File: src/rtl/rcu_pll_seq.sv
// rtl/rcu_pll_seq.sv - reference-clock sequencer: PLL config, power-cycle, lock qualify, glitch-free switch-in
// Optional macro RCU_PLL_LOSS_EN: drop back to bypass and re-qualify lock when lock is lost in RUN.
module rcu_pll_seq #(
    parameter int REFDIV_WIDTH  = 6,
    parameter int FBDIV_WIDTH   = 12,
    parameter int POSTDIV_WIDTH = 3,
    parameter int PD_CYCLES     = 16,
    parameter int STABLE_CYCLES = 64,
    parameter int LOCK_TIMEOUT  = 4096,
    parameter int SWITCH_CYCLES = 4
) (
    input  logic                     clk_i,
    input  logic                     rst_n_i,
    input  logic                     cfg_valid_i,
    output logic                     cfg_ready_o,
    input  logic                     cfg_byp_i,
    input  logic [REFDIV_WIDTH-1:0]  cfg_refdiv_i,
    input  logic [FBDIV_WIDTH-1:0]   cfg_fbdiv_i,
    input  logic [POSTDIV_WIDTH-1:0] cfg_pdiv1_i,
    input  logic [POSTDIV_WIDTH-1:0] cfg_pdiv2_i,
    input  logic                     pll_lock_i,
    output logic                     pll_pd_o,
    output logic [REFDIV_WIDTH-1:0]  pll_refdiv_o,
    output logic [FBDIV_WIDTH-1:0]   pll_fbdiv_o,
    output logic [POSTDIV_WIDTH-1:0] pll_pdiv1_o,
    output logic [POSTDIV_WIDTH-1:0] pll_pdiv2_o,
    output logic                     pll_sel_o,
    output logic                     busy_o,
    output logic                     locked_o,
    output logic                     err_cfg_o,
    output logic                     err_tmo_o
);
    localparam int HOLD_MAX = (PD_CYCLES > SWITCH_CYCLES) ? PD_CYCLES : SWITCH_CYCLES;
    localparam int CNT_W    = $clog2(HOLD_MAX) + 1;
    localparam int STAB_W   = $clog2(STABLE_CYCLES) + 1;
    localparam int TMO_W    = $clog2(LOCK_TIMEOUT) + 1;
    localparam logic [CNT_W-1:0]  SW_LAST   = CNT_W'(SWITCH_CYCLES - 1);
    localparam logic [CNT_W-1:0]  PD_LAST   = CNT_W'(PD_CYCLES - 1);
    localparam logic [STAB_W-1:0] STAB_DONE = STAB_W'(STABLE_CYCLES);
    localparam logic [TMO_W-1:0]  TMO_LAST  = TMO_W'(LOCK_TIMEOUT - 1);

    typedef enum logic [2:0] {S_IDLE, S_SW_OUT, S_PD, S_WAIT_LOCK, S_SW_IN, S_RUN} state_t;

    state_t                   state_q, state_d;
    logic                     lock_meta_q, lock_meta_d, lock_s_q, lock_s_d;
    logic [CNT_W-1:0]         cnt_q, cnt_d;
    logic [STAB_W-1:0]        stab_q, stab_d;
    logic [TMO_W-1:0]         tmo_q, tmo_d;
    logic                     byp_q, byp_d;
    logic [REFDIV_WIDTH-1:0]  cap_refdiv_q, cap_refdiv_d, refdiv_q, refdiv_d;
    logic [FBDIV_WIDTH-1:0]   cap_fbdiv_q, cap_fbdiv_d, fbdiv_q, fbdiv_d;
    logic [POSTDIV_WIDTH-1:0] cap_pdiv1_q, cap_pdiv1_d, pdiv1_q, pdiv1_d;
    logic [POSTDIV_WIDTH-1:0] cap_pdiv2_q, cap_pdiv2_d, pdiv2_q, pdiv2_d;
    logic                     pd_q, pd_d, sel_q, sel_d, ready_q, ready_d, busy_q, busy_d;
    logic                     locked_q, locked_d, err_cfg_q, err_cfg_d, err_tmo_q, err_tmo_d;
`ifdef RCU_PLL_LOSS_EN
    logic                     lost_q, lost_d;
`endif
    logic                     accept, cfg_bad;
    logic [STAB_W-1:0]        stab_inc;

    assign accept  = cfg_valid_i && ready_q;
    assign cfg_bad = !cfg_byp_i && ((cfg_refdiv_i == '0) || (cfg_fbdiv_i == '0) ||
                                    (cfg_pdiv1_i == '0) || (cfg_pdiv2_i == '0));

    always_comb begin
        state_d      = state_q;
        lock_meta_d  = pll_lock_i;
        lock_s_d     = lock_meta_q;
        cnt_d        = cnt_q;
        stab_d       = stab_q;
        tmo_d        = tmo_q;
        byp_d        = byp_q;
        cap_refdiv_d = cap_refdiv_q;
        cap_fbdiv_d  = cap_fbdiv_q;
        cap_pdiv1_d  = cap_pdiv1_q;
        cap_pdiv2_d  = cap_pdiv2_q;
        refdiv_d     = refdiv_q;
        fbdiv_d      = fbdiv_q;
        pdiv1_d      = pdiv1_q;
        pdiv2_d      = pdiv2_q;
        pd_d         = pd_q;
        sel_d        = sel_q;
        ready_d      = ready_q;
        busy_d       = busy_q;
        locked_d     = locked_q;
        err_cfg_d    = 1'b0;
        err_tmo_d    = err_tmo_q;
        stab_inc     = '0;
`ifdef RCU_PLL_LOSS_EN
        lost_d       = (state_q == S_RUN) && !lock_s_q;
`endif
        case (state_q)
            S_IDLE, S_RUN: begin
                if (accept) begin
                    if (cfg_bad) begin
                        err_cfg_d = 1'b1;
                    end else begin
                        byp_d        = cfg_byp_i;
                        cap_refdiv_d = cfg_refdiv_i;
                        cap_fbdiv_d  = cfg_fbdiv_i;
                        cap_pdiv1_d  = cfg_pdiv1_i;
                        cap_pdiv2_d  = cfg_pdiv2_i;
                        state_d      = S_SW_OUT;
                        cnt_d        = '0;
                        sel_d        = 1'b0;
                        locked_d     = 1'b0;
                        ready_d      = 1'b0;
                        busy_d       = 1'b1;
                        err_tmo_d    = 1'b0;
                    end
                end
`ifdef RCU_PLL_LOSS_EN
                // Two synced-low samples in RUN: fall back to bypass, keep PLL powered.
                else if ((state_q == S_RUN) && !lock_s_q && lost_q) begin
                    state_d   = S_WAIT_LOCK;
                    sel_d     = 1'b0;
                    locked_d  = 1'b0;
                    err_tmo_d = 1'b1;
                    ready_d   = 1'b0;
                    busy_d    = 1'b1;
                    stab_d    = '0;
                    tmo_d     = '0;
                end
`endif
            end
            S_SW_OUT: begin
                if (cnt_q == SW_LAST) begin
                    state_d  = S_PD;
                    cnt_d    = '0;
                    pd_d     = 1'b1;
                    refdiv_d = cap_refdiv_q;
                    fbdiv_d  = cap_fbdiv_q;
                    pdiv1_d  = cap_pdiv1_q;
                    pdiv2_d  = cap_pdiv2_q;
                end else begin
                    cnt_d = cnt_q + CNT_W'(1);
                end
            end
            S_PD: begin
                if (cnt_q == PD_LAST) begin
                    cnt_d = '0;
                    if (byp_q) begin
                        state_d = S_IDLE;
                        ready_d = 1'b1;
                        busy_d  = 1'b0;
                    end else begin
                        state_d = S_WAIT_LOCK;
                        pd_d    = 1'b0;
                        stab_d  = '0;
                        tmo_d   = '0;
                    end
                end else begin
                    cnt_d = cnt_q + CNT_W'(1);
                end
            end
            S_WAIT_LOCK: begin
                if (lock_s_q)
                    stab_inc = (stab_q == STAB_DONE) ? stab_q : stab_q + STAB_W'(1);
                stab_d = stab_inc;
                tmo_d  = (tmo_q == '1) ? tmo_q : tmo_q + TMO_W'(1);
                // Stability is checked first so a same-cycle timeout loses.
                if (stab_inc == STAB_DONE) begin
                    state_d = S_SW_IN;
                    cnt_d   = '0;
                end else if (tmo_q == TMO_LAST) begin
                    state_d   = S_IDLE;
                    pd_d      = 1'b1;
                    err_tmo_d = 1'b1;
                    ready_d   = 1'b1;
                    busy_d    = 1'b0;
                end
            end
            S_SW_IN: begin
                if (cnt_q == SW_LAST) begin
                    state_d  = S_RUN;
                    sel_d    = 1'b1;
                    locked_d = 1'b1;
                    ready_d  = 1'b1;
                    busy_d   = 1'b0;
                end else begin
                    cnt_d = cnt_q + CNT_W'(1);
                end
            end
            default: state_d = S_IDLE;
        endcase
    end

    always_ff @(posedge clk_i or negedge rst_n_i) begin
        if (!rst_n_i) begin
            state_q      <= S_IDLE;
            lock_meta_q  <= 1'b0;
            lock_s_q     <= 1'b0;
            cnt_q        <= '0;
            stab_q       <= '0;
            tmo_q        <= '0;
            byp_q        <= 1'b0;
            cap_refdiv_q <= REFDIV_WIDTH'(1);
            cap_fbdiv_q  <= FBDIV_WIDTH'(1);
            cap_pdiv1_q  <= POSTDIV_WIDTH'(1);
            cap_pdiv2_q  <= POSTDIV_WIDTH'(1);
            refdiv_q     <= REFDIV_WIDTH'(1);
            fbdiv_q      <= FBDIV_WIDTH'(1);
            pdiv1_q      <= POSTDIV_WIDTH'(1);
            pdiv2_q      <= POSTDIV_WIDTH'(1);
            pd_q         <= 1'b1;
            sel_q        <= 1'b0;
            ready_q      <= 1'b1;
            busy_q       <= 1'b0;
            locked_q     <= 1'b0;
            err_cfg_q    <= 1'b0;
            err_tmo_q    <= 1'b0;
`ifdef RCU_PLL_LOSS_EN
            lost_q       <= 1'b0;
`endif
        end else begin
            state_q      <= state_d;
            lock_meta_q  <= lock_meta_d;
            lock_s_q     <= lock_s_d;
            cnt_q        <= cnt_d;
            stab_q       <= stab_d;
            tmo_q        <= tmo_d;
            byp_q        <= byp_d;
            cap_refdiv_q <= cap_refdiv_d;
            cap_fbdiv_q  <= cap_fbdiv_d;
            cap_pdiv1_q  <= cap_pdiv1_d;
            cap_pdiv2_q  <= cap_pdiv2_d;
            refdiv_q     <= refdiv_d;
            fbdiv_q      <= fbdiv_d;
            pdiv1_q      <= pdiv1_d;
            pdiv2_q      <= pdiv2_d;
            pd_q         <= pd_d;
            sel_q        <= sel_d;
            ready_q      <= ready_d;
            busy_q       <= busy_d;
            locked_q     <= locked_d;
            err_cfg_q    <= err_cfg_d;
            err_tmo_q    <= err_tmo_d;
`ifdef RCU_PLL_LOSS_EN
            lost_q       <= lost_d;
`endif
        end
    end

    assign cfg_ready_o  = ready_q;
    assign pll_pd_o     = pd_q;
    assign pll_refdiv_o = refdiv_q;
    assign pll_fbdiv_o  = fbdiv_q;
    assign pll_pdiv1_o  = pdiv1_q;
    assign pll_pdiv2_o  = pdiv2_q;
    assign pll_sel_o    = sel_q;
    assign busy_o       = busy_q;
    assign locked_o     = locked_q;
    assign err_cfg_o    = err_cfg_q;
    assign err_tmo_o    = err_tmo_q;
endmodule

File: config.mk
export PLATFORM = sky130hd
export DESIGN_NAME = rcu_pll_seq
export DESIGN_NICKNAME = d
export VERILOG_FILES = /design/src/rtl/rcu_pll_seq.sv
export SDC_FILE = /design/constraint.sdc
export NUM_CORES = 1
export LEC_CHECK = 0
export CAP_MARGIN = 5
export CORE_ASPECT_RATIO = 0.9
export CORE_MARGIN = 4
export CORE_UTILIZATION = 39
export DETAILED_ROUTE_END_ITERATION = 7
export MAX_ROUTING_LAYER = met4
export PLACE_DENSITY_LB_ADDON = 0.2
export REMOVE_ABC_BUFFERS = 1
export SKIP_CTS_REPAIR_TIMING = 1
export SYNTH_ARGS = -nofsm -noshare
export SYNTH_HDL_FRONTEND = slang
export SYNTH_SLANG_ARGS = --single-unit
File: constraint.sdc
create_clock -name clk_i -period 4.85 [get_ports clk_i]
set_clock_uncertainty 0.2 [all_clocks]
set_input_delay 0.7275 -clock clk_i [delete_from_list [all_inputs] [get_ports clk_i]]
set_output_delay 0.7275 -clock clk_i [all_outputs]
set_load 0.01 [all_outputs]
==> results.tsv, run 1 <==
metric	value	unit
rr_worst_depth	6	
stdcell_area	0.00507	mm^2
num_vias	3130	
via_per_inst	5.26	
worst_slew_pin_slew	0.965	ns
ys_ff_latch	85	
drc	0	
drtIter0Drc	194	
grt_max_degree	53	
synth.avg_cell_area	10.0	um^2
cellLeakagePower	2.32	nW
rows	35	
cts.clk_slew.worst_paths	0.06	ns
syn_to_final_growth	24.0	%
slew_headroom	35.5	%
fmax	339	MHz
antennaDiodeCount	0	
yosysWarnings	0	
cp.arrival	3.02	ns
cts_made_buffers	9	
clkPwrFrac	47.0	%
swShare	19.9	%
drive_above_1_share	14.4	%
p_seq_share	49.8	%
finalMaxSlewViolations	0	
synthTopCellsByCount	nand2_1 (95), dfrtp_1 (75), nor2_1 (26)	
grt_pass1_wl	15100	um
p_switching	285	uW
final_core_util	49.5	%
critical_path_class	reg2reg	
synth_cell_types	60	
fillers	985	
setup_ws	1.90	ns
synth_most_common_cell	nand2_1	
reg2reg_from	state_q[0]$_DFFE_PN0P_	
ys_seq_area_share	52.3	%
yosys-top-cells-area	dfrtp_1 (46%), nand2_1 (8.7%), mux2_2 (6.6%), dfstp_2 (6.4%), nor2_1 (2.4%)	
syn_area	0.00409	mm^2
gp_congestion	0.829	
cellPowerDensity	281	mW/mm^2
drt_wl_total	8730	um
final-hold-violation-count	0	
final-setup-viol-count	0	
synth_top_area_share	45.9	%
clk_latency	0.33	ns
portBuffers	59	
dr.pass1.iters	4	
min_path_type	reg2reg	
period_needed	2.95	ns
start_kind	flop	
cts_buffer_depth	2	
synth-async-reset-ratio	100	%
cell_internal_pwr	1.14	mW
dp_hpwl	6300	um
syn_inst	407	
setup_tns	0	ns
hp-start	lock_meta_q$_DFF_PN0_	
rsz0062_at_grt	no	
root_buffer	clkbuf_16	
maxCapViolations	0	
antenna_found_initial	0	
cts_tree	built	
reg2reg_slack	1.90	ns
combPwrFrac	3.2	%
peakVddDrop	204	uV
core-area	0.0102	mm^2
postPlaceCellArea	0.00478	mm^2
start_util	39.9	%
status	complete, no violations	
ys.flop_type	dfrtp_1	
clkSinkCount	85	
grt_overflow	0	
ios	60	
post-route-period-util	60.7	%
synth_edf_count	0	
die_w	116	um
cp_max_fo	18	
hold_depth	0	
ant_nets	0	
fp.dieH	105	um
h-tree-depth	3	
wl_per_cell	14.7	um
synth_area_leader_cell	dfrtp_1	
post-place-ws	1.57	ns
timing.rr.end	tmo_q[8]$_DFFE_PN0P_	
grtUsageTotal	15.9	%
grt_pass1_vias	3070	
nNetsFinal	497	
die_area	0.0122	mm^2
min_to	lock_s_q$_DFF_PN0_	
endpoint_kind	flop	
cp.required	4.92	ns
-- how the worst max path moves through the flow --
| stage | start | cells past startpoint | endpoint |
|---|---|---|---|
| finish | state_q[0]$_DFFE_PN0P_ | 6 | tmo_q[8]$_DFFE_PN0P_ |
| floorplan | state_q[0]$_DFFE_PN0P_ | 6 | cfg_ready_o$_DFFE_PN1P_ |
| CTS | cnt_q[1]$_DFFE_PN0P_ | 9 | tmo_q[8]$_DFFE_PN0P_ |
| global placement | cfg_fbdiv_i[2] | 7 | byp_q$_DFFE_PN0P_ |
| detailed placement | cfg_fbdiv_i[5] | 8 | cfg_ready_o$_DFFE_PN1P_ |
| global route | state_q[0]$_DFFE_PN0P_ | 6 | tmo_q[8]$_DFFE_PN0P_ |
-- power groups by stage --
stage          registers [mW]  clock network (mW)  logic, mW
2_1_floorplan           0.724                   0    0.00404
3_3_place_gp            0.724                   0     0.0467
3_5_place_dp            0.724                   0     0.0469
4_1_cts                 0.711               0.691     0.0469
5_1_grt                 0.710               0.727     0.0510
6_report                0.711               0.670     0.0455
-- placed cells by master, fill, tap and decap left out, types with 4 or more instances in the layout --
master / count
buf_4: 5
nand3_1: 12
clkbuf_16: 9
dfrtp_1: 75
a21oi_1: 6
nor2_1: 26
nand2b_1: 5
nor3_1: 6
and3_1: 4
ha_1: 6
o21ai_0: 14
clkdlybuf4s50_1: 58
nand4_1: 7
a31oi_1: 10
nand2_1: 95
xor2_1: 7
nor4_1: 5
mux2_2: 24
inv_1: 13
dfstp_2: 10
o21ai_1: 4
-- metrics by stage --
stage / instances / power (mW) / hold WS (ns)
6_report: 595 / 1.43 / 0.150
5_1_grt: 595 / 1.49 / 0.170
4_1_cts: 595 / 1.45 / 0.151
3_5_place_dp: 580 / 0.770 / 0.138
3_3_place_gp: 580 / 0.770 / 0.136
2_1_floorplan: 388 / 0.728 / 0.131
-- cells by family after synthesis --
kind of cell             count (synthesis)  synth area share [%]
AND/OR/NAND/NOR                        180                  20.9
flip-flops                              85                  52.3
buffers and inverters                   32                  3.46
AO/OA/AOI/OAI                           67                  11.8
adder cells (fa/ha/maj)                  6                  1.84
XOR/XNOR                                 9                  1.93
multiplexers                            28                  7.71
-- per-layer routing --
metal	wire [um]	global-route usage, %	part of all wire, %
met5	0	-	0
met4	115	4.47	1.3
met3	352	4.17	4.0
met2	3970	22.8	45
met1	4290	22.1	49
-- flip-flops by register name, indices dropped and copies added (netlist names) --
signal and cells:
tmo_q 13, cap_fbdiv_q 12, pll_fbdiv_o 12, stab_q 7
cap_refdiv_q 6, pll_refdiv_o 6, cnt_q 5, cap_pdiv1_q 3
cap_pdiv2_q 3, pll_pdiv1_o 3, pll_pdiv2_o 3, state_q 3
busy_o 1, byp_q 1, cfg_ready_o 1, err_cfg_o 1
err_tmo_o 1, lock_meta_q 1, lock_s_q 1, locked_o 1
pll_pd_o 1
-- final cells by class --
type                            count  area [um^2]  area share (%)
Clock buffer                       11          243            4.79
Clock inverter                      4         48.8           0.963
Inverter                           13         48.8           0.963
Multi-Input combinational cell    290         1810            35.7
Sequential cell                    85         2140            42.2
Tap cell                          129          161            3.18
Timing Repair Buffer               63          618            12.2
-- critical path, cell delays in order (launching register included) --
cell and delay (ns):
dfrtp_1 0.58, inv_1 0.29, nand3_1 0.19, nor2_1 0.79, o21ai_1 0.25, or4_1 0.50
nand2_1 0.08
(Power assumes the default switching activity.)
==> inputs of run 2 (changes only) <==
clock period = 2.53 ns   (was 4.85 ns; I/O delays follow)
==> run 2 against run 1 <==
Flip-flop and latch count stayed put. Critical path depth is 1 higher. Worst setup slack worse by 1.7 ns. First-iteration DRC count is 21% lower. Via count is 2.9% higher. Total power is 110% higher. Wire length is 3.3% higher. Maximum frequency is 25% higher. Clock power is 130% higher. Combinational power is 120% higher. Final area is 5.0% higher. Count of clock-buffer cells in the layout is 1 lower. Critical path type unchanged. Highest routed layer unchanged.
==> results.tsv, run 2 (same netlist as run 1, synthesis figures left out) <==
metric	value	unit
maxCapViolations	0	
cellPowerDensity	564	mW/mm^2
drt_wl_total	9020	um
wl_per_cell	14.6	um
critical_path_class	reg2reg	
die_area	0.0122	mm^2
slew_headroom	65.5	%
start_util	39.9	%
fin_cells	617	
dr.pass1.iters	4	
final_cell_mix	nand2_1 (95), dfrtp_1 (75), clkdlybuf4s50_1 (58)	
final-hold-violation-count	0	
rsz0062_at_grt	no	
top_register	tmo_q	
grt_overflow	0	
setup_tns	0	ns
core-area	0.0102	mm^2
cp-startpoint	cnt_q[0]$_DFFE_PN0P_	
start_kind	flop	
rows	35	
grt_pass1_vias	3237	
final_common_cell	nand2_1	
via_per_inst	5.22	
final-setup-viol-count	0	
dp_hpwl	6490	um
grt_pass1_wl	15700	um
antenna_found_initial	0	
post-route-period-util	93.0	%
setup_ws	0.178	ns
fmax	425	MHz
portBuffers	59	
hp-start	lock_meta_q$_DFF_PN0_	
gp_congestion	0.840	
ant_nets	0	
clk_latency	0.34	ns
cts_buffer_depth	2	
cp_max_fo	5	
cp.arrival	2.43	ns
ios	60	
cts_tree	built	
dpl.cell_count	600	
h-tree-depth	3	
worst_slew_pin_slew	0.518	ns
endpoint_kind	flop	
cp.required	2.61	ns
reg2reg_from	cnt_q[0]$_DFFE_PN0P_	
clkSinkCount	85	
drc	0	
drtIter0Drc	153	
grtUsageTotal	16.5	%
drive_above_1_share	18.4	%
cellLeakagePower	2.47	nW
finalMaxSlewViolations	0	
cts_made_buffers	9	
period_needed	2.35	ns
cts.clk_slew.worst_paths	0.06	ns
die_w	116	um
antennaDiodeCount	0	
largest_register_ffs	13	
syn_to_final_growth	30.1	%
root_buffer	clkbuf_16	
post-place-ws	-0.177	ns
finalPower	3.00	mW
fp.dieH	105	um
peakVddDrop	441	uV
grt_max_degree	52	
status	complete, no violations	
nNetsFinal	518	
min_path_type	reg2reg	
num_vias	3220	
## run 2: changes by cell type in the layout (fill, tap and decap cells not counted), sizes merged
cell         before  now
dlygate4sd3       0    1
bufinv            1    3
clkbuf           11   10
buf               5   25
inv              13   15
clkinv            3    1
## run 2: stage by stage
step                      cell area [um^2]  util (%)  hold WS, ns
after floorplan                       4000         -       -0.116
after global placement                4950      48.3        0.135
after detailed placement              4950      48.3        0.136
after CTS                             5310      51.8       -0.204
after global routing                  5320      51.9        0.160
final                                 5320      51.9        0.150
## run 2: layout make-up
class                   instances  area (um^2)
inverters                      13         48.8
clock buffers                  10          239
fillers                       950         4930
well taps                     129          161
repair buffers                 84          803
clock inverters                 6          116
multi-input cells             290         1810
flip-flops and latches         85         2140
## run 2: metal layers
layer  part of all wire [%]  routed length [um]  up-vias  track usage [%]
met2                     47                4240       55             24.9
met4                    1.5                 132        0             4.97
li1                       -                   -     1580                -
met5                      0                   0        -                -
met3                    3.8                 339       10             3.88
met1                     48                4310     1575             22.2
## run 2: critical path, stage by stage, from the launching register on
cell and delay [ns]:
dfrtp_1 0.37, ha_1 0.23, or4b_1 0.54, o211ai_1 0.19
a21o_1 0.13, o21ai_1 0.12, nor4b_2 0.30, a32o_1 0.21
## run 2: final timing paths
| path | to | slack, ns | cells past startpoint |
|---|---|---|---|
| min in group asynchronous | cap_fbdiv_q[4]$_DFFE_PN0P_ | 0.36 | 2 |
| min | lock_s_q$_DFF_PN0_ | 0.15 | 0 |
| max | cfg_ready_o$_DFFE_PN1P_ | 0.18 | 7 |
| min reg2reg | lock_s_q$_DFF_PN0_ | 0.15 | 0 |
| max reg2reg | cfg_ready_o$_DFFE_PN1P_ | 0.18 | 7 |
| max in group asynchronous | cap_pdiv1_q[0]$_DFFE_PN1P_ | 1.09 | 3 |
## run 2: power by group
group          switching, mW  internal [mW]  leakage [nW]
Sequential          0.000922           1.36          1.13
Combinational         0.0457         0.0522          1.16
Clock                  0.541           1.00         0.174
Total                  0.588           2.41          2.47
